### src/rtl/bram_stream_reader.sv
// bram_stream_reader: walks a linear RAM address range, issues reads at up to
// one per cycle, absorbs the RAM's 1-cycle read latency and streams the
// returned words out through a small credit-controlled FIFO.
module bram_stream_reader #(
  parameter int DATA_WIDTH = 72,
  parameter int ADDR_WIDTH = 10,
  parameter int LEN_WIDTH  = 11,
  parameter int FIFO_DEPTH = 4
) (
  input  logic                  clk,
  input  logic                  rst,
  input  logic                  start,
  input  logic [ADDR_WIDTH-1:0] base_addr,
  input  logic [LEN_WIDTH-1:0]  length,
  output logic                  busy,
  output logic                  done,
  output logic [ADDR_WIDTH-1:0] mem_addr,
  output logic                  mem_wr,
  output logic [DATA_WIDTH-1:0] mem_din,
  input  logic [DATA_WIDTH-1:0] mem_dout,
  output logic [DATA_WIDTH-1:0] m_data,
  output logic                  m_valid,
  input  logic                  m_ready,
  output logic                  m_last
);

  localparam int PTR_W = $clog2(FIFO_DEPTH);
  localparam int CNT_W = PTR_W + 1;
  localparam logic [CNT_W-1:0] DEPTH_C = CNT_W'(FIFO_DEPTH);

  typedef enum logic [1:0] {
    ST_IDLE  = 2'd0,
    ST_RUN   = 2'd1,
    ST_DRAIN = 2'd2
  } state_e;

  state_e                state_q, state_d;
  logic                  done_q, done_d;
  logic [ADDR_WIDTH-1:0] rd_ptr_q, rd_ptr_d;
  logic [LEN_WIDTH-1:0]  issue_rem_q, issue_rem_d;
  logic [LEN_WIDTH-1:0]  beat_rem_q, beat_rem_d;
  logic                  inflight_q, inflight_d;
  logic [DATA_WIDTH-1:0] fifo_mem_q [FIFO_DEPTH];
  logic [DATA_WIDTH-1:0] fifo_mem_d [FIFO_DEPTH];
  logic [PTR_W-1:0]      wr_idx_q, wr_idx_d;
  logic [PTR_W-1:0]      rd_idx_q, rd_idx_d;
  logic [CNT_W-1:0]      fifo_cnt_q, fifo_cnt_d;

  logic                  start_acc_s;
  logic                  zero_len_s;
  logic                  issue_s;
  logic                  beat_s;
  logic                  last_beat_s;
  logic                  valid_s;
  logic [CNT_W-1:0]      credit_used_s;

  // Decode of command acceptance, read issue and stream beats for this cycle.
  always_comb begin
    valid_s       = (fifo_cnt_q != '0);
    start_acc_s   = start && (state_q == ST_IDLE);
    zero_len_s    = (length == '0);
    credit_used_s = fifo_cnt_q + CNT_W'(inflight_q);
    issue_s       = (state_q == ST_RUN) && (issue_rem_q != '0) && (credit_used_s < DEPTH_C);
    beat_s        = valid_s && m_ready;
    last_beat_s   = beat_s && (beat_rem_q == LEN_WIDTH'(1));
  end

  // FSM state register.
  always_ff @(posedge clk) begin
    if (rst) begin
      state_q <= ST_IDLE;
      done_q  <= 1'b0;
    end else begin
      state_q <= state_d;
      done_q  <= done_d;
    end
  end

  // FSM next-state logic; done pulses after a zero-length command or the final beat.
  always_comb begin
    state_d = state_q;
    done_d  = 1'b0;
    case (state_q)
      ST_IDLE: begin
        if (start_acc_s) begin
          if (zero_len_s) begin
            state_d = ST_IDLE;
            done_d  = 1'b1;
          end else begin
            state_d = ST_RUN;
          end
        end else begin
          state_d = ST_IDLE;
        end
      end
      ST_RUN: begin
        if (issue_s && (issue_rem_q == LEN_WIDTH'(1))) begin
          state_d = ST_DRAIN;
        end else begin
          state_d = ST_RUN;
        end
      end
      ST_DRAIN: begin
        if (last_beat_s) begin
          state_d = ST_IDLE;
          done_d  = 1'b1;
        end else begin
          state_d = ST_DRAIN;
        end
      end
      default: begin
        state_d = ST_IDLE;
        done_d  = 1'b0;
      end
    endcase
  end

  // FSM outputs and RAM port drive; the RAM address is the read pointer itself.
  always_comb begin
    busy     = (state_q != ST_IDLE);
    done     = done_q;
    mem_addr = rd_ptr_q;
    mem_wr   = 1'b0;
    mem_din  = '0;
    m_valid  = valid_s;
    m_data   = fifo_mem_q[rd_idx_q];
    m_last   = valid_s && (beat_rem_q == LEN_WIDTH'(1));
  end

  // Datapath next state: command latch, issue/beat counters and FIFO bookkeeping.
  always_comb begin
    rd_ptr_d    = rd_ptr_q;
    issue_rem_d = issue_rem_q;
    beat_rem_d  = beat_rem_q;
    inflight_d  = issue_s;
    fifo_mem_d  = fifo_mem_q;
    wr_idx_d    = wr_idx_q;
    rd_idx_d    = rd_idx_q;
    fifo_cnt_d  = fifo_cnt_q + CNT_W'(inflight_q) - CNT_W'(beat_s);

    // A zero-length command leaves the read pointer (and mem_addr) untouched.
    if (start_acc_s && !zero_len_s) begin
      rd_ptr_d    = base_addr;
      issue_rem_d = length;
      beat_rem_d  = length;
    end else begin
      if (issue_s) begin
        rd_ptr_d    = rd_ptr_q + ADDR_WIDTH'(1);
        issue_rem_d = issue_rem_q - LEN_WIDTH'(1);
      end else begin
        rd_ptr_d    = rd_ptr_q;
        issue_rem_d = issue_rem_q;
      end
      if (beat_s) begin
        beat_rem_d = beat_rem_q - LEN_WIDTH'(1);
      end else begin
        beat_rem_d = beat_rem_q;
      end
    end

    // The word requested last cycle is on mem_dout now; credit guarantees room.
    if (inflight_q) begin
      fifo_mem_d[wr_idx_q] = mem_dout;
      wr_idx_d             = wr_idx_q + PTR_W'(1);
    end else begin
      wr_idx_d = wr_idx_q;
    end

    if (beat_s) begin
      rd_idx_d = rd_idx_q + PTR_W'(1);
    end else begin
      rd_idx_d = rd_idx_q;
    end
  end

  // Datapath registers; reset aborts any burst and empties the FIFO.
  always_ff @(posedge clk) begin
    if (rst) begin
      rd_ptr_q    <= '0;
      issue_rem_q <= '0;
      beat_rem_q  <= '0;
      inflight_q  <= 1'b0;
      wr_idx_q    <= '0;
      rd_idx_q    <= '0;
      fifo_cnt_q  <= '0;
      for (int i = 0; i < FIFO_DEPTH; i++) begin
        fifo_mem_q[i] <= '0;
      end
    end else begin
      rd_ptr_q    <= rd_ptr_d;
      issue_rem_q <= issue_rem_d;
      beat_rem_q  <= beat_rem_d;
      inflight_q  <= inflight_d;
      wr_idx_q    <= wr_idx_d;
      rd_idx_q    <= rd_idx_d;
      fifo_cnt_q  <= fifo_cnt_d;
      fifo_mem_q  <= fifo_mem_d;
    end
  end

endmodule

### config.mk
export PLATFORM = sky130hd
export DESIGN_NAME = bram_stream_reader
export DESIGN_NICKNAME = d
export VERILOG_FILES = /design/src/rtl/bram_stream_reader.sv
export SDC_FILE = /design/constraint.sdc
export NUM_CORES = 1
export LEC_CHECK = 0
export ABC_AREA = 0
export CAP_MARGIN = 20
export CORE_ASPECT_RATIO = 0.6
export CORE_MARGIN = 8
export CORE_UTILIZATION = 39
export CTS_CLUSTER_SIZE = 24
export DETAILED_ROUTE_END_ITERATION = 10
export GPL_ROUTABILITY_DRIVEN = 0
export PLACE_DENSITY = 0.7
export RECOVER_POWER = 25
export SLEW_MARGIN = 20
export SYNTH_ARGS = -nofsm -noshare
export SYNTH_HDL_FRONTEND = slang
export SYNTH_SLANG_ARGS = --single-unit
### constraint.sdc
create_clock -name clk -period 6.2 [get_ports clk]
set_input_delay 1.24 -clock clk [delete_from_list [all_inputs] [get_ports clk]]
set_output_delay 1.24 -clock clk [all_outputs]
set_load 0.01 [all_outputs]
; ---- Yosys cells after proc, flatten, opt, wreduce, memory -nomap -nowiden
; Index checks and enable logic that the tools add are counted.
[classes]
n_eq_ne = 4
n_mux = 21
magnitude_cmp = 4
reduce_logical = 17
addsub = 7
n_bitwise = 2
[op_table]
columns = op, n
row1 = $bwmux 288, 1
row2 = $mux 72, 3
row3 = $bmux 72 s2, 1
row4 = $demux 72 s2, 1
row5 = $mux 11, 4
row6 = $eq 11x1->1 const B, 2
row7 = $sub 11x1->11 const B, 2
row8 = $mux 10, 2
row9 = $logic_not 11->1, 1
row10 = $reduce_bool 11->1, 1
row11 = $add 10x1->10 const B, 1
row12 = $logic_and 1x1->1, 9
row13 = $ge 3x3->1 const B, 2
row14 = $mux 2, 3
row15 = $not 2->3, 2
row16 = $pmux 2 s3, 1
row17 = $reduce_bool 2->1, 3
row18 = $add 2x1->2 const B, 2
row19 = $mux 1, 4
row20 = $add 3x1->3, 1
row21 = $lt 3x1->1 const B, 1
row22 = $lt 3x3->1 const B, 1
row23 = $reduce_bool 3->1, 1
row24 = $sub 3x1->3, 1
row25 = 5 further kinds, 5
[totals]
input_bits = 97
output_inout_bits = 159
elab_cells = 68
register_bits = 331

; ---- Depth between registers and ports, before layout
; Gate-level depths: netlist of the first run.
[logic_depth]
depth_word = 6
ltp_mapped = 8
ltp_nobuf = 7

; ---- Worst setup path before layout of the first run
; Ideal clock, no wire load.
[synth_timing]
path_kind = register to output
startpoint = register rd_idx_q[1]
endpoint = output port m_data[13]
n_path_buf = 2
required_ps = 4960
path_stages_with_launch = 4
path_slack_ps = 3192
arrival_time_ps = 1768
cell_sequence = dfxtp_1 > clkbuf_1 > buf_1 > mux4_2
[synth_via]
elab_chain_cells = 4
[synth_lines]
columns = element, line_no
row1 = "start, declared", 46  ; logic [PTR_W-1:0] rd_idx_q, rd_idx_d;
row2 = "start signal, assigned", 195  ; rd_idx_q <= rd_idx_d;
row3 = $not 2->3 (implied by the code), 126  ; m_data = fifo_mem_q[rd_idx_q];
row4 = $bmux 72 s2, 126
row5 = $mux 72 (implied by the code) (2 in a row), 126
row6 = "end, declared", 21  ; output logic [DATA_WIDTH-1:0] m_data,
; No other way between the ends. The select of a mux whose other input is x is not followed.

; ---- Worst setup path after layout of the first run
[layout_timing]
startpoint = register rd_idx_q[1]
endpoint = output port m_data[5]
; Same word-level chain as after synthesis.

==> tab_implementation.tex, run 1 <==
\begin{tabular}{lr}
\hline
Metric & Value \\
\hline
\multicolumn{2}{l}{\textbf{Route}} \\
\quad Final routed wirelength across all metal layers & 41.2 mm \\
\quad Number of violations reported at the end of detailed-routing iteration 0 & 989 \\
\quad Mean routed wirelength per cell & 18.0 µm \\
\quad Average vias per placed instance & 5.20 \\
\quad Number of DRC violations after detailed routing & 0 \\
\quad Number of search-and-repair iterations in the first detailed-routing pass & 5 \\
\quad Total number of vias & 11,900 \\
\quad Number of nets with antenna violations after detailed routing & 0 \\
\multicolumn{2}{l}{\textbf{Clock network}} \\
\quad Hold-fix buffer count after cts & 0 \\
\quad Htree depth & 2 \\
\quad Num Clock Sinks & 331 \\
\quad Clock insertion delay at the later pin of the skew report & 530 ps \\
\quad Setup repair bufs after CTS & 0 \\
\quad Root Buffer Master & clkbuf\_16 \\
\quad Post-CTS Resized & 0 \\
\quad Max Root-Sink Buffers & 3 \\
\quad Num CTS Buffers & 34 \\
\quad Reg clk slew, reported paths & 60 ps \\
\quad Clock tree from TritonCTS & yes \\
\multicolumn{2}{l}{\textbf{STA}} \\
\quad Worst slew pin tran & 2820 ps \\
\quad Final hold vios & 0 \\
\quad Max-slew violations & 136 \\
\quad Worst-case headroom to the max-slew limit & -88.1\% \\
\quad Final critical-path share of the clock period & 68.0\% \\
\quad Final worst setup slack & 1980 ps \\
\quad Clock Skews & 15.8 ps \\
\quad Setup repair after global routing missed its margin & no \\
\quad Post-layout min period & 4220 ps \\
\quad Setup violations, final & 0 \\
\quad Setup TNS & 0 ps \\
\quad Fmax achieved & 237 MHz \\
\multicolumn{2}{l}{\textbf{Final layout}} \\
\quad \# fillers & 3,380 \\
\quad Total number of nets in the final design & 1,903 \\
\quad Leading cell types in the layout, fill and taps excluded & nand2\_1 (601), dfxtp\_1 (329), a21oi\_1 (306), clkdlybuf4s50\_1 (181), conb\_1 (73) \\
\quad Area growth syn-to-layout & 20.0\% \\
\quad Register Area & 6630 µm² \\
\quad \# diodes & 0 \\
\quad Layout cell share with drive strength beyond 1 & 8.70\% \\
\quad Most common cell after layout, fill and taps aside & nand2\_1 \\
\quad Multi-input combinational cell area & 6970 µm² \\
\multicolumn{2}{l}{\textbf{Setup path}} \\
\quad Required arrival time at the worst endpoint & 4960 ps \\
\quad Cell-by-cell listing of the critical path & buf\_4 > mux4\_2 > clkdlybuf4s50\_1 \\
\quad Crit Path Max Fanout & 32 \\
\quad Data arrival time of the critical path & 2980 ps \\
\quad Category of the worst setup path capture point & output pin \\
\quad Number of buffer and inverter stages on the critical path & 2 \\
\quad Max incr delay on CP & 770 ps \\
\quad Crit path launch type & register \\
\quad Cell family with the largest share of critical-path delay & buffers and inverters \\
\quad Max stage delay cell, worst path & dfxtp\_4 \\
\quad Crit path kind & reg2out \\
\multicolumn{2}{l}{\textbf{Floorplan}} \\
\quad Die area & 43,500 µm² \\
\quad Die span in x & 264 µm \\
\quad Number of top-level pins & 256 \\
\quad Core footprint & 36,300 µm² \\
\quad Initial Util & 39.6\% \\
\quad Core Rows & 54 \\
\quad Die H & 165 µm \\
\multicolumn{2}{l}{\textbf{Logic synthesis}} \\
\quad Cell types with the largest area share after synthesis & dfxtp\_1 (46\%), nand2\_1 (16\%), mux4\_2 (11\%), a21oi\_1 (11\%), buf\_4 (3.8\%) \\
\quad Synth Instances & 1,688 \\
\quad Post-synthesis instance area & 14,400 µm² \\
\quad Synth Area per Inst & 8.52 µm² \\
\quad Yosys top cell area share & 46.1\% \\
\quad Leading register cell type out of synthesis & dfxtp\_1 \\
\quad Fraction of synthesis flops using an asynchronous set or reset pin & 0\% \\
\quad Synth warnings & 0 \\
\quad Cell variety after synth & 59 \\
\quad Part of the Yosys area used for sequential elements & 46.1\% \\
\quad Post-synth EDFFs & 0 \\
\quad Largest area contributor in the synthesized netlist & dfxtp\_1 \\
\quad Synthesis-stage register bit count & 331 \\
\multicolumn{2}{l}{\textbf{Pwr}} \\
\quad Proportion of power drawn by combinational gates & 17.6\% \\
\quad Power share of the sequential group & 44.4\% \\
\quad Cell Pwr Density & 311 nW/µm² \\
\quad Net Switching & 1.52 mW \\
\quad Switching Share & 28.4\% \\
\quad Cell Int Power & 3.84 mW \\
\quad Leakage & 5.72 nW \\
\quad Proportion of power drawn by the clock network & 38.0\% \\
\quad Worst vdd ir & 0.000180 V \\
\multicolumn{2}{l}{\textbf{Global routing}} \\
\quad Pin count of the biggest net entering global routing & 195 \\
\quad Number of antenna violations at the first check in global routing & 0 \\
\quad Residual overflow from global routing & 0 \\
\quad Vias in the first global route & 11,500 \\
\quad Combined global-route utilization of all metal layers & 18.3\% \\
\quad First-pass GRT wire length & 65.3 mm \\
\multicolumn{2}{l}{\textbf{Run}} \\
\quad Reported max-cap violation count & 1 \\
\multicolumn{2}{l}{\textbf{Place}} \\
\quad Worst slack at placement & 2340 ps \\
\quad Number of buffers added on ports & 182 \\
\quad DPL Wire Length & 25.7 mm \\
\multicolumn{2}{l}{\textbf{Hold path}} \\
\quad Class of the most critical hold timing path & reg2reg \\
\multicolumn{2}{l}{\textbf{Run status}} \\
\quad Violated checks & max-capacitance violations, max-slew violations \\
\quad Outcome & finished, violations left \\
\hline
\end{tabular}
worst reg2reg max path, delay by kind of cell (launching register included):
family | cells | cell delay (ps)
adders and majority gates | 2 | 410
AOI/OAI and AO/OA | 2 | 420
and+or+nand+nor | 2 | 1250
xor gates and xnor gates | 1 | 110
DFF | 1 | 730
through the flow:
stage | area, µm² | total power, mW | hold WS, ps | utilization [%] | cells
final | 17300 | 5.37 | 449 | 47.5 | 2293
after global routing | 17300 | 5.62 | 466 | 47.5 | 2293
after CTS | 17300 | 5.41 | 451 | 47.5 | 2293
after detailed placement | 16200 | 3.36 | 443 | 44.4 | 2232
after global placement | 16200 | 3.35 | 438 | 44.4 | 2232
after floorplan | 14700 | 3.00 | 433 | - | 1760
layout make-up:
cell class	instances	area share [%]
Multi-Input combinational cell	1224	40.4
Sequential cell	331	38.5
Clock inverter	14	0.805
Clock buffer	47	5.62
Tap cell	476	3.45
Inverter	9	0.196
Timing Repair Buffer	192	11.0
final timing paths:
kind / start / endpoint / slack [ps] / depth (start not counted)
worst max-delay path: rd_idx_q[1] / m_data[5] / 1980 / 3
worst min-delay path: fifo_mem_q[213] / fifo_mem_q[213] / 450 / 2
worst min register to register: fifo_mem_q[213] / fifo_mem_q[213] / 450 / 2
worst max register to register: inflight_q / mem_addr[2] / 3170 / 7
Yosys cell counts, types with 2 or more instances:
library cell  number
a211oi_1           6
a21oi_1          306
a22oi_1            2
a311oi_1           2
a31oi_1            7
a32oi_1            2
and2_1             5
and3_1             4
buf_1              8
buf_2              7
buf_4             73
buf_6              3
clkbuf_1         104
dfxtp_1          331
ha_1              14
inv_1              9
mux2i_1            2
mux4_2            72
nand2_1          605
nand3_1           11
nand3b_1           2
nand4_1           11
nor2_1            23
nor3_1            10
nor3b_1            2
nor4_1             2
o211ai_1           4
o21ai_0            3
o21bai_1           2
o311ai_0           2
or3_1              4
or4_1              6
xnor2_1           11
xor2_1             8
routing by layer:
metal	up-vias	part of all wire, %	track usage [%]
li1	5763	-	-
met1	5703	44	24.7
met2	435	47	30.3
met3	33	7.9	4.36
met4	0	0.97	3.12
met5	-	0	0
logic make-up (layout without fill, tap and decap cells):
| kind of cell | Yosys count | in the layout | synth area share [%] |
|---|---|---|---|
| flip-flops | 331 | 331 | 46.1 |
| buffers and inverters | 205 | 262 | 7.54 |
| AND/OR/NAND/NOR | 697 | 697 | 19.6 |
| AO/OA/AOI/OAI | 346 | 346 | 12.9 |
| XOR/XNOR | 19 | 19 | 1.16 |
| multiplexers | 75 | 75 | 11.5 |
| other | 1 | 73 | 0.0261 |
| adder cells (fa/ha/maj) | 14 | 14 | 1.22 |
registers in the layout, indices dropped and copies added (netlist names):
register     cells
state_q          2
beat_rem_q      11
fifo_mem_q     288
done             1
mem_addr        10
wr_idx_q         2
inflight_q       1
rd_idx_q         2
fifo_cnt_q       3
issue_rem_q     11
power by group through the flow:
stage	Sequential, mW	Combinational, mW	Clock, mW
floorplan	2.32	0.681	0
finish	2.38	0.943	2.04
CTS	2.38	0.936	2.09
detailed placement	2.43	0.933	0
global placement	2.43	0.919	0
global route	2.40	1.02	2.19
(Power assumes the default switching activity.)
==> inputs of run 2 (changes only) <==
- PLACE_DENSITY: 0.7 -> 0.73
- clock period: 6.2 -> 3.78 ns (I/O delays scaled with it)
==> run 2 against run 1 <==
The run still ends with max-capacitance violations, max-slew violations left. Setup slack lost 1600 ps. Final area increased by 1.8%. Global-route usage rose by 0.38 points. Power rose by 68%. Via count rose by 1.8%. Hold slack improved by 1.4 ps. First-iteration DRC count up 6.9%. Highest routed layer unchanged. Combinational power is 77% higher.
==> tab_implementation.tex, run 2 (synthesized netlist as in run 1, its figures left out) <==
\begin{tabular}{lr}
\hline
Metric & Value \\
\hline
\multicolumn{2}{l}{\textbf{Final layout}} \\
\quad Number of cells in the finished layout apart from fillers & 2,306 \\
\quad \# fillers & 3,365 \\
\quad Reg with most FFs & fifo\_mem\_q \\
\quad Total number of nets in the final design & 1,918 \\
\quad Leading cell types in the layout, fill and taps excluded & nand2\_1 (601), dfxtp\_1 (329), a21oi\_1 (306), clkdlybuf4s50\_1 (181), conb\_1 (73) \\
\quad Layout cell share with drive strength beyond 1 & 9.34\% \\
\quad Area growth syn-to-layout & 22.1\% \\
\quad Most common cell after layout, fill and taps aside & nand2\_1 \\
\quad Final core utilization & 48.3\% \\
\quad \# diodes & 0 \\
\quad Top Registers & fifo\_mem\_q (288), beat\_rem\_q (11), issue\_rem\_q (11) \\
\quad Max reg flops & 288 \\
\multicolumn{2}{l}{\textbf{Global routing}} \\
\quad Number of antenna violations at the first check in global routing & 0 \\
\quad First-pass GRT wire length & 66.6 mm \\
\quad Vias in the first global route & 12,300 \\
\quad Residual overflow from global routing & 0 \\
\quad Pin count of the biggest net entering global routing & 136 \\
\quad Combined global-route utilization of all metal layers & 18.7\% \\
\multicolumn{2}{l}{\textbf{Route}} \\
\quad Final routed wirelength across all metal layers & 42.2 mm \\
\quad Mean routed wirelength per cell & 18.3 µm \\
\quad Total number of vias & 12,200 \\
\quad Number of DRC violations after detailed routing & 0 \\
\quad Number of violations reported at the end of detailed-routing iteration 0 & 1,057 \\
\quad Average vias per placed instance & 5.27 \\
\quad Number of nets with antenna violations after detailed routing & 0 \\
\quad Number of search-and-repair iterations in the first detailed-routing pass & 8 \\
\multicolumn{2}{l}{\textbf{STA}} \\
\quad Max-slew violations & 133 \\
\quad Clock Skews & 15.3 ps \\
\quad Setup violations, final & 0 \\
\quad Final critical-path share of the clock period & 88.7\% \\
\quad Final hold vios & 0 \\
\quad Fmax achieved & 298 MHz \\
\quad Post-layout min period & 3350 ps \\
\quad Setup TNS & 0 ps \\
\quad Worst slew pin tran & 3000 ps \\
\quad Worst-case headroom to the max-slew limit & -99.7\% \\
\quad Setup repair after global routing missed its margin & no \\
\multicolumn{2}{l}{\textbf{Setup path}} \\
\quad Data arrival time of the critical path & 2600 ps \\
\quad Required arrival time at the worst endpoint & 3020 ps \\
\quad Capture instance of the worst register-to-register path & mem\_addr[5] \\
\quad Crit path launch type & register \\
\quad Max stage delay cell, worst path & or4\_1 \\
\quad Crit Path Max Fanout & 6 \\
\quad Worst reg-to-reg path cell count & 7 \\
\quad Minimum setup slack among reg-to-reg paths & 620 ps \\
\quad Cell-by-cell listing of the critical path & or4\_1 > nor3b\_1 > and3\_1 > clkdlybuf4s50\_1 \\
\quad Crit path kind & reg2out \\
\quad Critical path depth in cells & 4 \\
\quad Category of the worst setup path capture point & output pin \\
\quad Launch instance of the worst register-to-register path & inflight\_q \\
\quad Number of buffer and inverter stages on the critical path & 1 \\
\quad Cell family with the largest share of critical-path delay & simple AND/OR/NAND/NOR gates \\
\quad Max incr delay on CP & 590 ps \\
\multicolumn{2}{l}{\textbf{Hold path}} \\
\quad Beginning of the worst hold path & fifo\_mem\_q[105] \\
\quad Hold Path Depth & 2 \\
\quad Class of the most critical hold timing path & reg2reg \\
\quad Endpoint of the worst hold path & fifo\_mem\_q[105] \\
\multicolumn{2}{l}{\textbf{Floorplan}} \\
\quad Initial Util & 39.6\% \\
\quad Die span in x & 264 µm \\
\quad Core footprint & 36,300 µm² \\
\quad Die H & 165 µm \\
\quad Die area & 43,500 µm² \\
\quad Number of top-level pins & 256 \\
\quad Core Rows & 54 \\
\multicolumn{2}{l}{\textbf{Clock network}} \\
\quad Hold-fix buffer count after cts & 0 \\
\quad Reg clk slew, reported paths & 60 ps \\
\quad Setup repair bufs after CTS & 0 \\
\quad Htree depth & 2 \\
\quad Post-CTS Resized & 0 \\
\quad Num Clock Sinks & 331 \\
\quad Root Buffer Master & clkbuf\_16 \\
\quad Clock insertion delay at the later pin of the skew report & 510 ps \\
\quad Max Root-Sink Buffers & 3 \\
\quad Num CTS Buffers & 34 \\
\quad Clock tree from TritonCTS & yes \\
\multicolumn{2}{l}{\textbf{Place}} \\
\quad Number of buffers added on ports & 182 \\
\quad DPL Wire Length & 26.5 mm \\
\quad Total instance count after detailed placement & 2,246 \\
\multicolumn{2}{l}{\textbf{Pwr}} \\
\quad Leakage & 5.82 nW \\
\quad Cell Pwr Density & 513 nW/µm² \\
\quad Worst vdd ir & 0.000254 V \\
\quad Overall power of the completed layout & 9.02 mW \\
\multicolumn{2}{l}{\textbf{Run status}} \\
\quad Outcome & finished, violations left \\
\quad Violated checks & max-capacitance violations, max-slew violations \\
\multicolumn{2}{l}{\textbf{Run}} \\
\quad Reported max-cap violation count & 1 \\
\hline
\end{tabular}
## run 2: worst max-delay path by stage
stage                        startpoint           to
after floorplan             rd_idx_q[1]   m_data[13]
after global placement        length[0]  mem_addr[4]
after detailed placement      length[0]  mem_addr[5]
after CTS                   rd_idx_q[1]   m_data[58]
after global routing        rd_idx_q[1]   m_data[57]
final                     beat_rem_q[2]       m_last
## run 2: through the flow
stage / instance area, µm² / hold slack [ps] / setup slack (ps)
floorplan: 14700 / 433 / 1260
global route: 17600 / 467 / 282
detailed placement: 16400 / 446 / 560
global placement: 16400 / 439 / 747
CTS: 17500 / 454 / 327
finish: 17600 / 451 / 428
## run 2: worst register-to-register path, cell delays in order (launching register included)
cell       delay [ps]
dfxtp_1           720
ha_1              270
ha_1              170
xor2_1            110
or3b_1            580
nor3_1            500
a211oi_1          150
a2111oi_0         480
## run 2: cell type report
type / instances / area [µm²] / share of cell area (%)
clock buffers: 47 / 971 / 5.53
repair buffers: 207 / 2190 / 12.5
inverters: 9 / 33.8 / 0.192
well taps: 476 / 596 / 3.39
flip-flops and latches: 331 / 6630 / 37.8
multi-input cells: 1224 / 6960 / 39.6
clock inverters: 12 / 180 / 1.03
## run 2: report_power, final
group	switching, mW	leakage (nW)	internal (mW)
Combinational	0.902	2.58	0.769
Clock	1.41	0.557	2.08
Sequential	0.213	2.68	3.64
## run 2: routing by layer
| metal | GRT usage, % | routed length, µm | up-vias |
|---|---|---|---|
| li1 | - | - | 5795 |
| met1 | 23.9 | 18100 | 5881 |
| met2 | 32.7 | 20700 | 416 |
| met3 | 3.58 | 2820 | 62 |
| met4 | 4.59 | 593 | 0 |
| met5 | 0 | 0 | - |
==> inputs of run 3 (changes only) <==
- ABC_CLOCK_PERIOD_IN_PS: unset -> 3780
- CORE_ASPECT_RATIO: 0.6 -> 1.5
- CORE_UTILIZATION: 39 -> 48
- PLACE_DENSITY: 0.73 -> 0.85
==> run 3 against run 2 <==
Hold slack barely moved. Maximum frequency fell by 0.52%. Global-route usage rose by 2.7 points. Largest power group unchanged. Final cell count fell by 4.3%. Power fell by 5.0%. Register-to-register slack improved by 410 ps. Largest cell class unchanged. The flow still finishes with violations (max-capacitance violations, max-slew violations). Critical endpoint unchanged.
==> tab_implementation.tex, run 3 (synthesized netlist as in run 1, its figures left out) <==
\begin{tabular}{lr}
\hline
Metric & Value \\
\hline
\multicolumn{2}{l}{\textbf{Run status}} \\
\quad Outcome & finished, violations left \\
\quad Violated checks & max-capacitance violations, max-slew violations \\
\multicolumn{2}{l}{\textbf{Global routing}} \\
\quad Residual overflow from global routing & 0 \\
\quad Vias in the first global route & 12,500 \\
\quad Pin count of the biggest net entering global routing & 117 \\
\quad Number of antenna violations at the first check in global routing & 1 \\
\quad Combined global-route utilization of all metal layers & 21.5\% \\
\quad First-pass GRT wire length & 63.1 mm \\
\multicolumn{2}{l}{\textbf{Clock network}} \\
\quad Setup repair bufs after CTS & 0 \\
\quad Max Root-Sink Buffers & 3 \\
\quad Num Clock Sinks & 331 \\
\quad Hold-fix buffer count after cts & 0 \\
\quad Clock insertion delay at the later pin of the skew report & 560 ps \\
\quad Post-CTS Resized & 0 \\
\quad Num CTS Buffers & 31 \\
\quad Htree depth & 1 \\
\quad Root Buffer Master & clkbuf\_16 \\
\quad Reg clk slew, reported paths & 70 ps \\
\quad Clock tree from TritonCTS & yes \\
\multicolumn{2}{l}{\textbf{Setup path}} \\
\quad Required arrival time at the worst endpoint & 3020 ps \\
\quad Launch instance of the worst register-to-register path & inflight\_q \\
\quad Capture instance of the worst register-to-register path & mem\_addr[2] \\
\quad Crit. Startpoint & beat\_rem\_q[2] \\
\quad Crit path launch type & register \\
\quad Minimum setup slack among reg-to-reg paths & 1030 ps \\
\quad Worst reg-to-reg path cell count & 8 \\
\quad Data arrival time of the critical path & 2610 ps \\
\quad Crit Path Max Fanout & 6 \\
\quad Category of the worst setup path capture point & output pin \\
\quad Crit path kind & reg2out \\
\quad Capture point of the critical path & m\_last \\
\multicolumn{2}{l}{\textbf{Pwr}} \\
\quad Leakage & 5.67 nW \\
\quad Cell Pwr Density & 501 nW/µm² \\
\quad Worst vdd ir & 0.000391 V \\
\multicolumn{2}{l}{\textbf{Final layout}} \\
\quad Layout cell share with drive strength beyond 1 & 8.12\% \\
\quad Register Area & 6630 µm² \\
\quad Max reg flops & 288 \\
\quad Area growth syn-to-layout & 18.8\% \\
\quad Top Registers & fifo\_mem\_q (288), beat\_rem\_q (11), issue\_rem\_q (11) \\
\quad Reg with most FFs & fifo\_mem\_q \\
\quad Leading cell types in the layout, fill and taps excluded & nand2\_1 (601), dfxtp\_1 (329), a21oi\_1 (306), clkdlybuf4s50\_1 (180), conb\_1 (73) \\
\quad Multi-input combinational cell area & 6980 µm² \\
\quad \# fillers & 2,512 \\
\quad Total number of nets in the final design & 1,901 \\
\quad Final core utilization & 58.0\% \\
\quad Most common cell after layout, fill and taps aside & nand2\_1 \\
\multicolumn{2}{l}{\textbf{Route}} \\
\quad Number of violations reported at the end of detailed-routing iteration 0 & 920 \\
\quad Mean routed wirelength per cell & 18.1 µm \\
\quad Final routed wirelength across all metal layers & 40.0 mm \\
\quad Average vias per placed instance & 5.59 \\
\quad Number of DRC violations after detailed routing & 0 \\
\quad Total number of vias & 12,300 \\
\quad Number of nets with antenna violations after detailed routing & 0 \\
\quad Number of search-and-repair iterations in the first detailed-routing pass & 8 \\
\multicolumn{2}{l}{\textbf{Floorplan}} \\
\quad Initial Util & 48.8\% \\
\quad Core footprint & 29,500 µm² \\
\quad Die span in x & 157 µm \\
\quad Number of top-level pins & 256 \\
\quad Die H & 228 µm \\
\quad Die area & 35,900 µm² \\
\quad Core Rows & 77 \\
\multicolumn{2}{l}{\textbf{STA}} \\
\quad Fmax achieved & 297 MHz \\
\quad Final critical-path share of the clock period & 89.1\% \\
\quad Clock Skews & 10.3 ps \\
\quad Setup TNS & 0 ps \\
\quad Post-layout min period & 3370 ps \\
\quad Final hold vios & 0 \\
\quad Worst slew pin tran & 2430 ps \\
\quad Max-slew violations & 110 \\
\quad Setup repair after global routing missed its margin & no \\
\quad Setup violations, final & 0 \\
\quad Worst-case headroom to the max-slew limit & -62.0\% \\
\multicolumn{2}{l}{\textbf{Place}} \\
\quad Number of buffers added on ports & 182 \\
\quad DPL Wire Length & 23.8 mm \\
\multicolumn{2}{l}{\textbf{Run}} \\
\quad Reported max-cap violation count & 1 \\
\multicolumn{2}{l}{\textbf{Hold path}} \\
\quad Class of the most critical hold timing path & reg2reg \\
\hline
\end{tabular}
==> run 3: worst min-delay path by stage <==
stage / from / end / slack, ps / cells after the start
after global placement: fifo_mem_q[16] / fifo_mem_q[16] / 440 / 2
after CTS: fifo_mem_q[179] / fifo_mem_q[179] / 450 / 2
after global routing: fifo_mem_q[238] / fifo_mem_q[238] / 470 / 2
after floorplan: fifo_mem_q[143] / fifo_mem_q[143] / 430 / 2
final: fifo_mem_q[179] / fifo_mem_q[179] / 450 / 2
after detailed placement: fifo_mem_q[179] / fifo_mem_q[179] / 440 / 2
==> run 3: critical path: stages (launching register included) <==
cell and delay [ps]:
dfxtp_1 360, or4_1 550, nor3b_1 370, and3_1 230, clkdlybuf4s50_1 550
==> run 3: area by class of cell <==
class | count | area share (%)
clock inverters | 6 | 0.491
diodes | 1 | 0.0146
clock buffers | 48 | 5.27
inverters | 9 | 0.198
multi-input cells | 1224 | 40.8
flip-flops and latches | 331 | 38.8
well taps | 395 | 2.89
repair buffers | 193 | 11.5
==> run 3: per-layer routing <==
layer | part of all wire (%) | up-vias | GRT usage (%)
met5 | 0 | - | 0
met4 | 3.7 | 0 | 10.5
met3 | 7.6 | 96 | 3.12
met2 | 51 | 563 | 38.0
met1 | 38 | 5914 | 24.6
li1 | - | 5756 | -
==> run 3: per-stage QoR <==
stage	setup slack (ps)	std cells	total power, mW	area (µm²)	hold slack [ps]
floorplan	1260	1760	4.92	14700	433
global placement	768	2152	5.49	16100	438
detailed placement	690	2152	5.53	16100	444
CTS	384	2206	8.59	17100	452
global route	315	2207	8.89	17100	467
finish	411	2207	8.56	17100	451
==> run 3: power breakdown <==
group / internal [mW] / switching, mW
registers: 3.64 / 0.183
clock network: 1.76 / 1.33
logic: 0.745 / 0.894
total: 6.15 / 2.41
